--- src/rtl/branch_resolve_ctrl_if.sv ---
// Bundle between the EX/IF pipeline stages and the branch resolution controller.
// The controller uses the slave modport; the surrounding pipeline (or the bench) uses master.
// Carries fetch-side BHT lookup, EX-side resolution inputs, and redirect/flush/counter outputs.
interface branch_resolve_ctrl_if #(
  parameter int XLEN = 32
);
  // fetch-side prediction lookup
  logic [XLEN-1:0] if_pc;
  logic            if_pred_taken;
  // EX-stage resolution inputs
  logic            ex_valid;
  logic            ex_stall;
  logic            ex_is_branch;
  logic            ex_is_jump;
  logic            ex_cmp_taken;
  logic            ex_pred_taken;
  logic [XLEN-1:0] ex_pc;
  logic [XLEN-1:0] ex_target;
  // redirect / flush / statistics outputs
  logic            redirect_o;
  logic [XLEN-1:0] redirect_pc_o;
  logic            flush_o;
  logic [31:0]     branch_cnt_o;
  logic [31:0]     mispred_cnt_o;

  modport master (
    output if_pc, ex_valid, ex_stall, ex_is_branch, ex_is_jump,
           ex_cmp_taken, ex_pred_taken, ex_pc, ex_target,
    input  if_pred_taken, redirect_o, redirect_pc_o, flush_o,
           branch_cnt_o, mispred_cnt_o
  );

  modport slave (
    input  if_pc, ex_valid, ex_stall, ex_is_branch, ex_is_jump,
           ex_cmp_taken, ex_pred_taken, ex_pc, ex_target,
    output if_pred_taken, redirect_o, redirect_pc_o, flush_o,
           branch_cnt_o, mispred_cnt_o
  );
endinterface

--- src/rtl/branch_resolve_ctrl.sv ---
// Branch resolution sequencer: EX-stage mispredict detection, PC redirect, timed flush, counters.
// Latency: mispredict seen in cycle T -> redirect pulse and flush start in T+1; flush lasts FLUSH_CYCLES.
// No backpressure: ex_stall only defers resolution; the flush window counts down regardless of stalls.
// Optional 2-bit BHT predictor enabled by defining BRANCH_BHT_EN (otherwise static not-taken).
module branch_resolve_ctrl #(
  parameter int FLUSH_CYCLES = 2,
  parameter int BHT_ENTRIES  = 64,
  parameter int XLEN         = 32
) (
  input  logic              clk,
  input  logic              rst_n,
  branch_resolve_ctrl_if.slave bus
);

  typedef enum logic {
    S_IDLE  = 1'b0,
    S_FLUSH = 1'b1
  } state_t;

  state_t          r_state;
  state_t          w_state_nxt;
  logic [2:0]      r_flush_cnt;
  logic [2:0]      w_flush_cnt_nxt;
  logic            w_flush;

  logic            w_resolve;
  logic            w_actual;
  logic            w_mispred;
  logic [XLEN-1:0] w_redirect_pc;

  logic            r_redirect;
  logic [XLEN-1:0] r_redirect_pc;
  logic [31:0]     r_branch_cnt;
  logic [31:0]     r_mispred_cnt;

  // Only resolve in IDLE: anything reaching EX during the flush window is wrong-path.
  assign w_resolve = bus.ex_valid & ~bus.ex_stall & (bus.ex_is_branch | bus.ex_is_jump)
                   & (r_state == S_IDLE);
  // A jump wins over the branch flag when both are set.
  assign w_actual  = bus.ex_is_jump | (bus.ex_is_branch & bus.ex_cmp_taken);
  assign w_mispred = w_resolve & (w_actual != bus.ex_pred_taken);
  // Fall-through wraps silently at the top of the address space.
  assign w_redirect_pc = w_actual ? bus.ex_target : (bus.ex_pc + XLEN'(4));

  // State and flush down-counter register.
  always_ff @(posedge clk or negedge rst_n) begin
    if (!rst_n) begin
      r_state     <= S_IDLE;
      r_flush_cnt <= 3'd0;
    end else begin
      r_state     <= w_state_nxt;
      r_flush_cnt <= w_flush_cnt_nxt;
    end
  end

  // Next-state logic: enter FLUSH on mispredict, leave when the counter reaches 1.
  always_comb begin
    w_state_nxt     = r_state;
    w_flush_cnt_nxt = r_flush_cnt;
    w_flush         = 1'b0;
    case (r_state)
      S_IDLE: begin
        if (w_mispred) begin
          w_state_nxt     = S_FLUSH;
          w_flush_cnt_nxt = 3'(FLUSH_CYCLES);
        end
      end
      S_FLUSH: begin
        w_flush         = 1'b1;
        w_flush_cnt_nxt = r_flush_cnt - 3'd1;
        if (r_flush_cnt <= 3'd1) begin
          w_state_nxt     = S_IDLE;
          w_flush_cnt_nxt = 3'd0;
        end
      end
      default: begin
        w_state_nxt     = S_IDLE;
        w_flush_cnt_nxt = 3'd0;
      end
    endcase
  end

  // Redirect pulse and target; the target is held between pulses.
  always_ff @(posedge clk or negedge rst_n) begin
    if (!rst_n) begin
      r_redirect    <= 1'b0;
      r_redirect_pc <= '0;
    end else begin
      r_redirect <= w_mispred;
      if (w_mispred) begin
        r_redirect_pc <= w_redirect_pc;
      end
    end
  end

  // Resolved-transfer and mispredict statistics, free-running with natural wrap.
  always_ff @(posedge clk or negedge rst_n) begin
    if (!rst_n) begin
      r_branch_cnt  <= 32'd0;
      r_mispred_cnt <= 32'd0;
    end else begin
      if (w_resolve) begin
        r_branch_cnt <= r_branch_cnt + 32'd1;
      end
      if (w_mispred) begin
        r_mispred_cnt <= r_mispred_cnt + 32'd1;
      end
    end
  end

  // flush_o decodes the state register so reset removes it asynchronously.
  assign bus.flush_o       = w_flush;
  assign bus.redirect_o    = r_redirect;
  assign bus.redirect_pc_o = r_redirect_pc;
  assign bus.branch_cnt_o  = r_branch_cnt;
  assign bus.mispred_cnt_o = r_mispred_cnt;

`ifdef BRANCH_BHT_EN
  localparam int IDXW = $clog2(BHT_ENTRIES);

  logic [1:0]      r_bht [BHT_ENTRIES];
  logic [IDXW-1:0] w_if_idx;
  logic [IDXW-1:0] w_ex_idx;
  logic            w_bht_upd;

  assign w_if_idx  = bus.if_pc[IDXW+1:2];
  assign w_ex_idx  = bus.ex_pc[IDXW+1:2];
  // Jumps are always taken, so training on them would only pollute the table.
  assign w_bht_upd = w_resolve & bus.ex_is_branch & ~bus.ex_is_jump;
  // Combinational read sees the pre-update value on a same-index collision.
  assign bus.if_pred_taken = r_bht[w_if_idx][1];

  // Saturating 2-bit counter training, weakly-not-taken after reset.
  always_ff @(posedge clk or negedge rst_n) begin
    if (!rst_n) begin
      for (int i = 0; i < BHT_ENTRIES; i++) begin
        r_bht[i] <= 2'b01;
      end
    end else if (w_bht_upd) begin
      if (bus.ex_cmp_taken) begin
        if (r_bht[w_ex_idx] != 2'b11) begin
          r_bht[w_ex_idx] <= r_bht[w_ex_idx] + 2'b01;
        end
      end else begin
        if (r_bht[w_ex_idx] != 2'b00) begin
          r_bht[w_ex_idx] <= r_bht[w_ex_idx] - 2'b01;
        end
      end
    end
  end
`else
  // Static not-taken prediction.
  assign bus.if_pred_taken = 1'b0;
`endif

endmodule

--- src/flat_wrapper.sv ---
// flat-port wrapper written by rule: the top's interface ports become plain ports
module branch_resolve_ctrl_flat 
#(
  parameter int FLUSH_CYCLES = 2,
  parameter int BHT_ENTRIES  = 64,
  parameter int XLEN         = 32
)
  (clk, rst_n, bus_if_pc, bus_ex_valid, bus_ex_stall, bus_ex_is_branch, bus_ex_is_jump, bus_ex_cmp_taken, bus_ex_pred_taken, bus_ex_pc, bus_ex_target, bus_if_pred_taken, bus_redirect_o, bus_redirect_pc_o, bus_flush_o, bus_branch_cnt_o, bus_mispred_cnt_o);
  branch_resolve_ctrl_if #(.XLEN(XLEN)) bus_i ();
  input  logic clk;
  input  logic rst_n;
  input wire logic [$bits(bus_i.if_pc)-1:0] bus_if_pc;
  input wire logic [$bits(bus_i.ex_valid)-1:0] bus_ex_valid;
  input wire logic [$bits(bus_i.ex_stall)-1:0] bus_ex_stall;
  input wire logic [$bits(bus_i.ex_is_branch)-1:0] bus_ex_is_branch;
  input wire logic [$bits(bus_i.ex_is_jump)-1:0] bus_ex_is_jump;
  input wire logic [$bits(bus_i.ex_cmp_taken)-1:0] bus_ex_cmp_taken;
  input wire logic [$bits(bus_i.ex_pred_taken)-1:0] bus_ex_pred_taken;
  input wire logic [$bits(bus_i.ex_pc)-1:0] bus_ex_pc;
  input wire logic [$bits(bus_i.ex_target)-1:0] bus_ex_target;
  output wire logic [$bits(bus_i.if_pred_taken)-1:0] bus_if_pred_taken;
  output wire logic [$bits(bus_i.redirect_o)-1:0] bus_redirect_o;
  output wire logic [$bits(bus_i.redirect_pc_o)-1:0] bus_redirect_pc_o;
  output wire logic [$bits(bus_i.flush_o)-1:0] bus_flush_o;
  output wire logic [$bits(bus_i.branch_cnt_o)-1:0] bus_branch_cnt_o;
  output wire logic [$bits(bus_i.mispred_cnt_o)-1:0] bus_mispred_cnt_o;
  assign bus_i.if_pc = bus_if_pc;
  assign bus_i.ex_valid = bus_ex_valid;
  assign bus_i.ex_stall = bus_ex_stall;
  assign bus_i.ex_is_branch = bus_ex_is_branch;
  assign bus_i.ex_is_jump = bus_ex_is_jump;
  assign bus_i.ex_cmp_taken = bus_ex_cmp_taken;
  assign bus_i.ex_pred_taken = bus_ex_pred_taken;
  assign bus_i.ex_pc = bus_ex_pc;
  assign bus_i.ex_target = bus_ex_target;
  assign bus_if_pred_taken = bus_i.if_pred_taken;
  assign bus_redirect_o = bus_i.redirect_o;
  assign bus_redirect_pc_o = bus_i.redirect_pc_o;
  assign bus_flush_o = bus_i.flush_o;
  assign bus_branch_cnt_o = bus_i.branch_cnt_o;
  assign bus_mispred_cnt_o = bus_i.mispred_cnt_o;
  branch_resolve_ctrl #(.FLUSH_CYCLES(FLUSH_CYCLES), .BHT_ENTRIES(BHT_ENTRIES), .XLEN(XLEN)) u_core (.clk(clk), .rst_n(rst_n), .bus(bus_i));
endmodule
--- config.mk ---
export PLATFORM = sky130hd
export DESIGN_NAME = branch_resolve_ctrl_flat
export DESIGN_NICKNAME = d
export VERILOG_FILES = /design/src/rtl/branch_resolve_ctrl_if.sv /design/src/rtl/branch_resolve_ctrl.sv /design/src/flat_wrapper.sv
export SDC_FILE = /design/constraint.sdc
export NUM_CORES = 1
export LEC_CHECK = 0
export ABC_AREA = 1
export CORE_MARGIN = 2
export CORE_UTILIZATION = 44
export CTS_BUF_LIST = sky130_fd_sc_hd__clkbuf_8
export DETAILED_ROUTE_END_ITERATION = 10
export MAX_ROUTING_LAYER = met4
export PLACE_DENSITY = 0.82
export SKIP_CTS_REPAIR_TIMING = 1
export SLEW_MARGIN = 20
export SYNTH_ARGS = -nofsm -noshare
export SYNTH_HDL_FRONTEND = slang
export SYNTH_SLANG_ARGS = --single-unit
export TNS_END_PERCENT = 30
--- constraint.sdc ---
create_clock -name clk -period 1.4 [get_ports clk]
set_input_delay 0.14 -clock clk [delete_from_list [all_inputs] [get_ports clk]]
set_output_delay 0.14 -clock clk [all_outputs]
set_load 0.05 [all_outputs]
After elaboration in Yosys (flattened, before gate mapping):

Cells that the tools add are included.

* bits in registers: 101
* input bits: 104
* output and inout port bits: 99
* word-level logic and storage cells: 30

* add/sub/neg operators: 4
* order comparisons: 1
* eq/ne operators: 2
* muxes and demuxes: 8
* bitwise operators: 9

Operators with widths (count)
* adder 32 x 1 -> 32 bit, second input constant: 2
* adder 32 x 3 -> 32 bit, second input constant: 1
* two-way mux 32 bit: 1
* two-way mux 3 bit: 2
* one-hot mux 3 bit (2 select lines): 1
* AND 1 bit: 5
* less-or-equal comparator 3 x 1 -> 1 bit, second input constant: 1
* two-way mux 1 bit: 3
* subtractor 3 x 1 -> 3 bit, second input constant: 1
* != test 2 x 1 -> 1 bit, second input constant: 1
* inverter 1 bit: 2
* bitwise OR 1 bit: 2
* one-hot mux 1 bit (2 select lines): 1
* != test 1 bit: 1

Depth between registers and ports, before layout:

* word-level depth: 7
* mapped depth: 10
* mapped depth without buffers: 10

Least setup slack after synthesis:

No wires, ideal clock.

* path kind: register to register
* start: register u_core.r_branch_cnt[0] (netlist: u_core.bus.branch_cnt_o[0])
* end: register u_core.r_branch_cnt[14] (netlist: u_core.bus.branch_cnt_o[14])
* library setup time: 0.142 ns
* arrival: 1.703 ns
* data required time: 1.258 ns
* path slack: -0.445 ns
* cell stages (with the launch flop): 8
* path buffers: 0
* period minus slack after synthesis: 1.845 ns
* path through: dfrtp_1 > ha_1 > nand3_1 > inv_1 > nand2_2 > nor2_2 > nand3_1 > xnor2_1

* longest elaborated chain between the ends: 1

Ends and longest elaborated chain
* start: declaration: line branch_resolve_ctrl.sv:33 `logic [31:0] r_branch_cnt;`
* start signal: assignment: line branch_resolve_ctrl.sv:103 `r_branch_cnt <= r_branch_cnt + 32'd1;`
* adder 32 x 1 -> 32 bit: line branch_resolve_ctrl.sv:103

Every way passes these cells.
A chain may end at the register's enable or synchronous reset.

Final worst setup path:

* start: register u_core.r_state
* end: register u_core.r_branch_cnt[12] (netlist: u_core.bus.branch_cnt_o[12])

* longest elaborated chain between the ends: 2

Ends and longest elaborated chain
* start: declaration: line branch_resolve_ctrl.sv:20 `state_t r_state;`
* start signal: assignment: line branch_resolve_ctrl.sv:51 `r_state <= w_state_nxt;`
* inverter 1 bit: line branch_resolve_ctrl.sv:38 `& (r_state == S_IDLE);`
* AND 1 bit: line branch_resolve_ctrl.sv:38

Every way passes these cells.

==> results.json <==
{
  "root_buffer": "clkbuf_8",
  "ys_seq_area_share_pct": 38.7,
  "row_count": 44,
  "die_w_um": 126,
  "status": "complete, but fails checks",
  "synth_common_cells": "nand2_1 (393), nor2_1 (182), dfrtp_1 (101), nand3_1 (63), inv_1 (58)",
  "final_net_count": 1421,
  "drc_errors": 0,
  "wl_per_cell_um": 15.8,
  "cts_buffers": 9,
  "synth_area_leaders": "dfrtp_1 (39%), nand2_1 (23%), nor2_1 (10%), nand3_1 (4.8%), xnor2_1 (3.5%)",
  "dieArea_um2": 15800,
  "fillCellCount": 960,
  "slew_viol_final": 0,
  "dp_hpwl_um": 16700,
  "cpPeakStageDelay_ps": 430,
  "core_area_um2": 14500,
  "critical_path.most_common_cell": "nor2_4",
  "yosysMostFrequentCell": "nand2_1",
  "period_needed_ps": 1510,
  "hp-class": "primary input to async pin",
  "wirelength_um": 23700,
  "synth_top_area_cell": "dfrtp_1",
  "start_kind": "flop",
  "numPortBuffers": 169,
  "synth.distinct_cells": 35,
  "synth_ff_type": "dfrtp_1",
  "grt.overflow.total": 0,
  "p_leak_nw": 5.14,
  "crit_required_ps": 1690,
  "finalCritPeriodShare_pct": 108,
  "avgSynthCellArea_um2": 6.66,
  "worst_clock_skew_ps": 15.9,
  "critPathKind": "flop to flop",
  "cap_violations": 0,
  "htree_num_levels": 3,
  "setup_ws_ps": -115,
  "cts.clk_slew.worst_paths_ps": 110,
  "grt_setup_unrepaired": "yes",
  "critPathArrivalTime_ps": 1800,
  "hold_violations": 0,
  "start_util_pct": 44.9,
  "clk_latency_ps": 390,
  "ir_drop_mv": 1.04,
  "place_congestion": 0.930,
  "firstDrtPassIters": 8,
  "drive_gt1_share_pct": 36.7,
  "die_h_um": 126,
  "viasPerCell": 5.26,
  "worstPathMaxFanout": 5,
  "setup_viol": 54,
  "syn_nets": 1090,
  "async_flop_share_pct": 100,
  "holdWs_ps": 264,
  "grt_max_degree": 58,
  "grt_pass1_wl_um": 33900,
  "cts_tree": "done",
  "cts.path.max_buffers": 2,
  "vias": 7896,
  "drtIter0Drc": 601,
  "syn-cell-area_um2": 6530,
  "power.density_nw_per_um2": 1240,
  "path_buf_inv": 3,
  "final_cells": 1501,
  "cts.sinks": 101,
  "first_global_vias": 7259,
  "grt_use_total_pct": 26.8,
  "total_power_mw": 14.1,
  "area_growth_pct": 74.1,
  "clock.fmax_ghz": 0.660,
  "failed_checks": "negative setup slack",
  "antenna_found_initial": 0,
  "synth-edff-count": 0,
  "synth-seq-cells": 101,
  "ant_nets": 0,
  "synthCells": 981,
  "synth-warning-count": 0,
  "cp_cell_sequence": "inv_4, nand3_4, nor2_4, buf_6, nand2_4, nor2_4, buf_4, xor2_1",
  "dp_cells": 1441,
  "crit_family": "flip-flops",
  "synth_top_area_share_pct": 38.7,
  "n_antenna_cell": 0,
  "cp_slowest_cell": "dfrtp_2",
  "cp-end-kind": "flop",
  "pin_count": 203
}
-- cells in the final DEF, fill, tap and decap left out, types with 2 or more instances in the layout --
cell,Yosys,routed
nor2_1,182,132
o21ai_0,18,13
dlymetal6s2s_1,0,3
or2_2,2,2
nor2_2,8,45
buf_12,0,93
nand2_4,1,7
inv_1,58,58
clkbuf_16,0,3
dfrtp_2,0,59
ha_1,5,2
xnor2_1,26,24
nand3_1,63,55
a31oi_1,4,4
a21oi_2,0,11
nor2_4,7,20
o21ai_1,1,5
xnor2_2,0,2
a21oi_1,23,12
buf_6,2,11
ha_4,0,2
inv_2,5,5
nand2_1,393,371
xor2_1,13,12
clkbuf_8,0,10
dfrtp_1,101,41
nand2_2,7,23
buf_4,4,163
nand3_2,3,8
clkdlybuf4s50_1,0,67
nand3b_1,19,19
nand3_4,0,3
o21bai_1,4,4
nand4_1,6,6
-- layer usage --
metal	routed length (µm)	track usage, %	share of wire [%]
met3	1660	4.50	7.0
met2	12100	45.8	51
met4	861	9.37	3.6
met1	9040	32.2	38
met5	0	-	0
-- kinds of logic (layout without fill, tap and decap cells) --
family,after synthesis,in the layout,synth area share [%]
adder cells (fa/ha/maj),5,5,0.958
AO/OA/AOI/OAI,53,53,4.48
buffers and inverters,86,422,5.78
other,1,1,0.0574
AND/OR/NAND/NOR,696,696,44.8
XOR/XNOR,39,39,5.23
flip-flops,101,101,38.7
-- final timing paths --
path	from	endpoint	slack (ps)	cells after the start
setup / recovery	u_core.r_state	u_core.bus.branch_cnt_o[12]	-110	8
hold / removal	rst_n	u_core.bus.mispred_cnt_o[14]	260	3
setup reg to reg	u_core.r_state	u_core.bus.branch_cnt_o[12]	-110	8
hold reg to reg	u_core.bus.redirect_pc_o[24]	u_core.bus.redirect_pc_o[24]	500	2
max in group asynchronous	rst_n	u_core.bus.branch_cnt_o[6]	780	3
min in group clk	bus_ex_pc[3]	u_core.bus.redirect_pc_o[3]	270	4
-- report_power, final --
group	internal, mW	switching, mW
Combinational	3.47	4.13
Sequential	3.65	0.858
Clock	0.877	1.11
-- cell type report --
type	count	area [µm²]	share of cell area [%]
clock inverter	6	63.8	0.561
sequential	101	2610	22.9
clock buffer	10	138	1.21
inverter	64	243	2.13
timing repair buffer	342	4020	35.3
multi-input combinational	794	4080	35.8
tap	184	230	2.02
-- worst min-delay path, stage by stage --
cell,delay [ps]
dlygate4sd3_1,530
buf_4,140
buf_12,240
-- stage by stage --
step | util, % | area (µm²) | setup WS (ps) | setup TNS [ps]
finish | 78.3 | 11400 | -115 | -2080
global route | 78.3 | 11400 | -186 | -7720
CTS | 72.6 | 10500 | -139 | -1470
detailed placement | 71.2 | 10300 | -505 | -25290
global placement | 71.2 | 10300 | -418 | -21510
floorplan | - | 6700 | -160 | -2980
-- sequential cells by signal, indices dropped and copies added (netlist names) --
name                      count
u_core.bus.branch_cnt_o      32
u_core.r_flush_cnt            3
u_core.r_state                1
u_core.bus.mispred_cnt_o     32
u_core.bus.redirect_o         1
u_core.bus.redirect_pc_o     32
No activity file was read; power rests on OpenSTA's default activity.
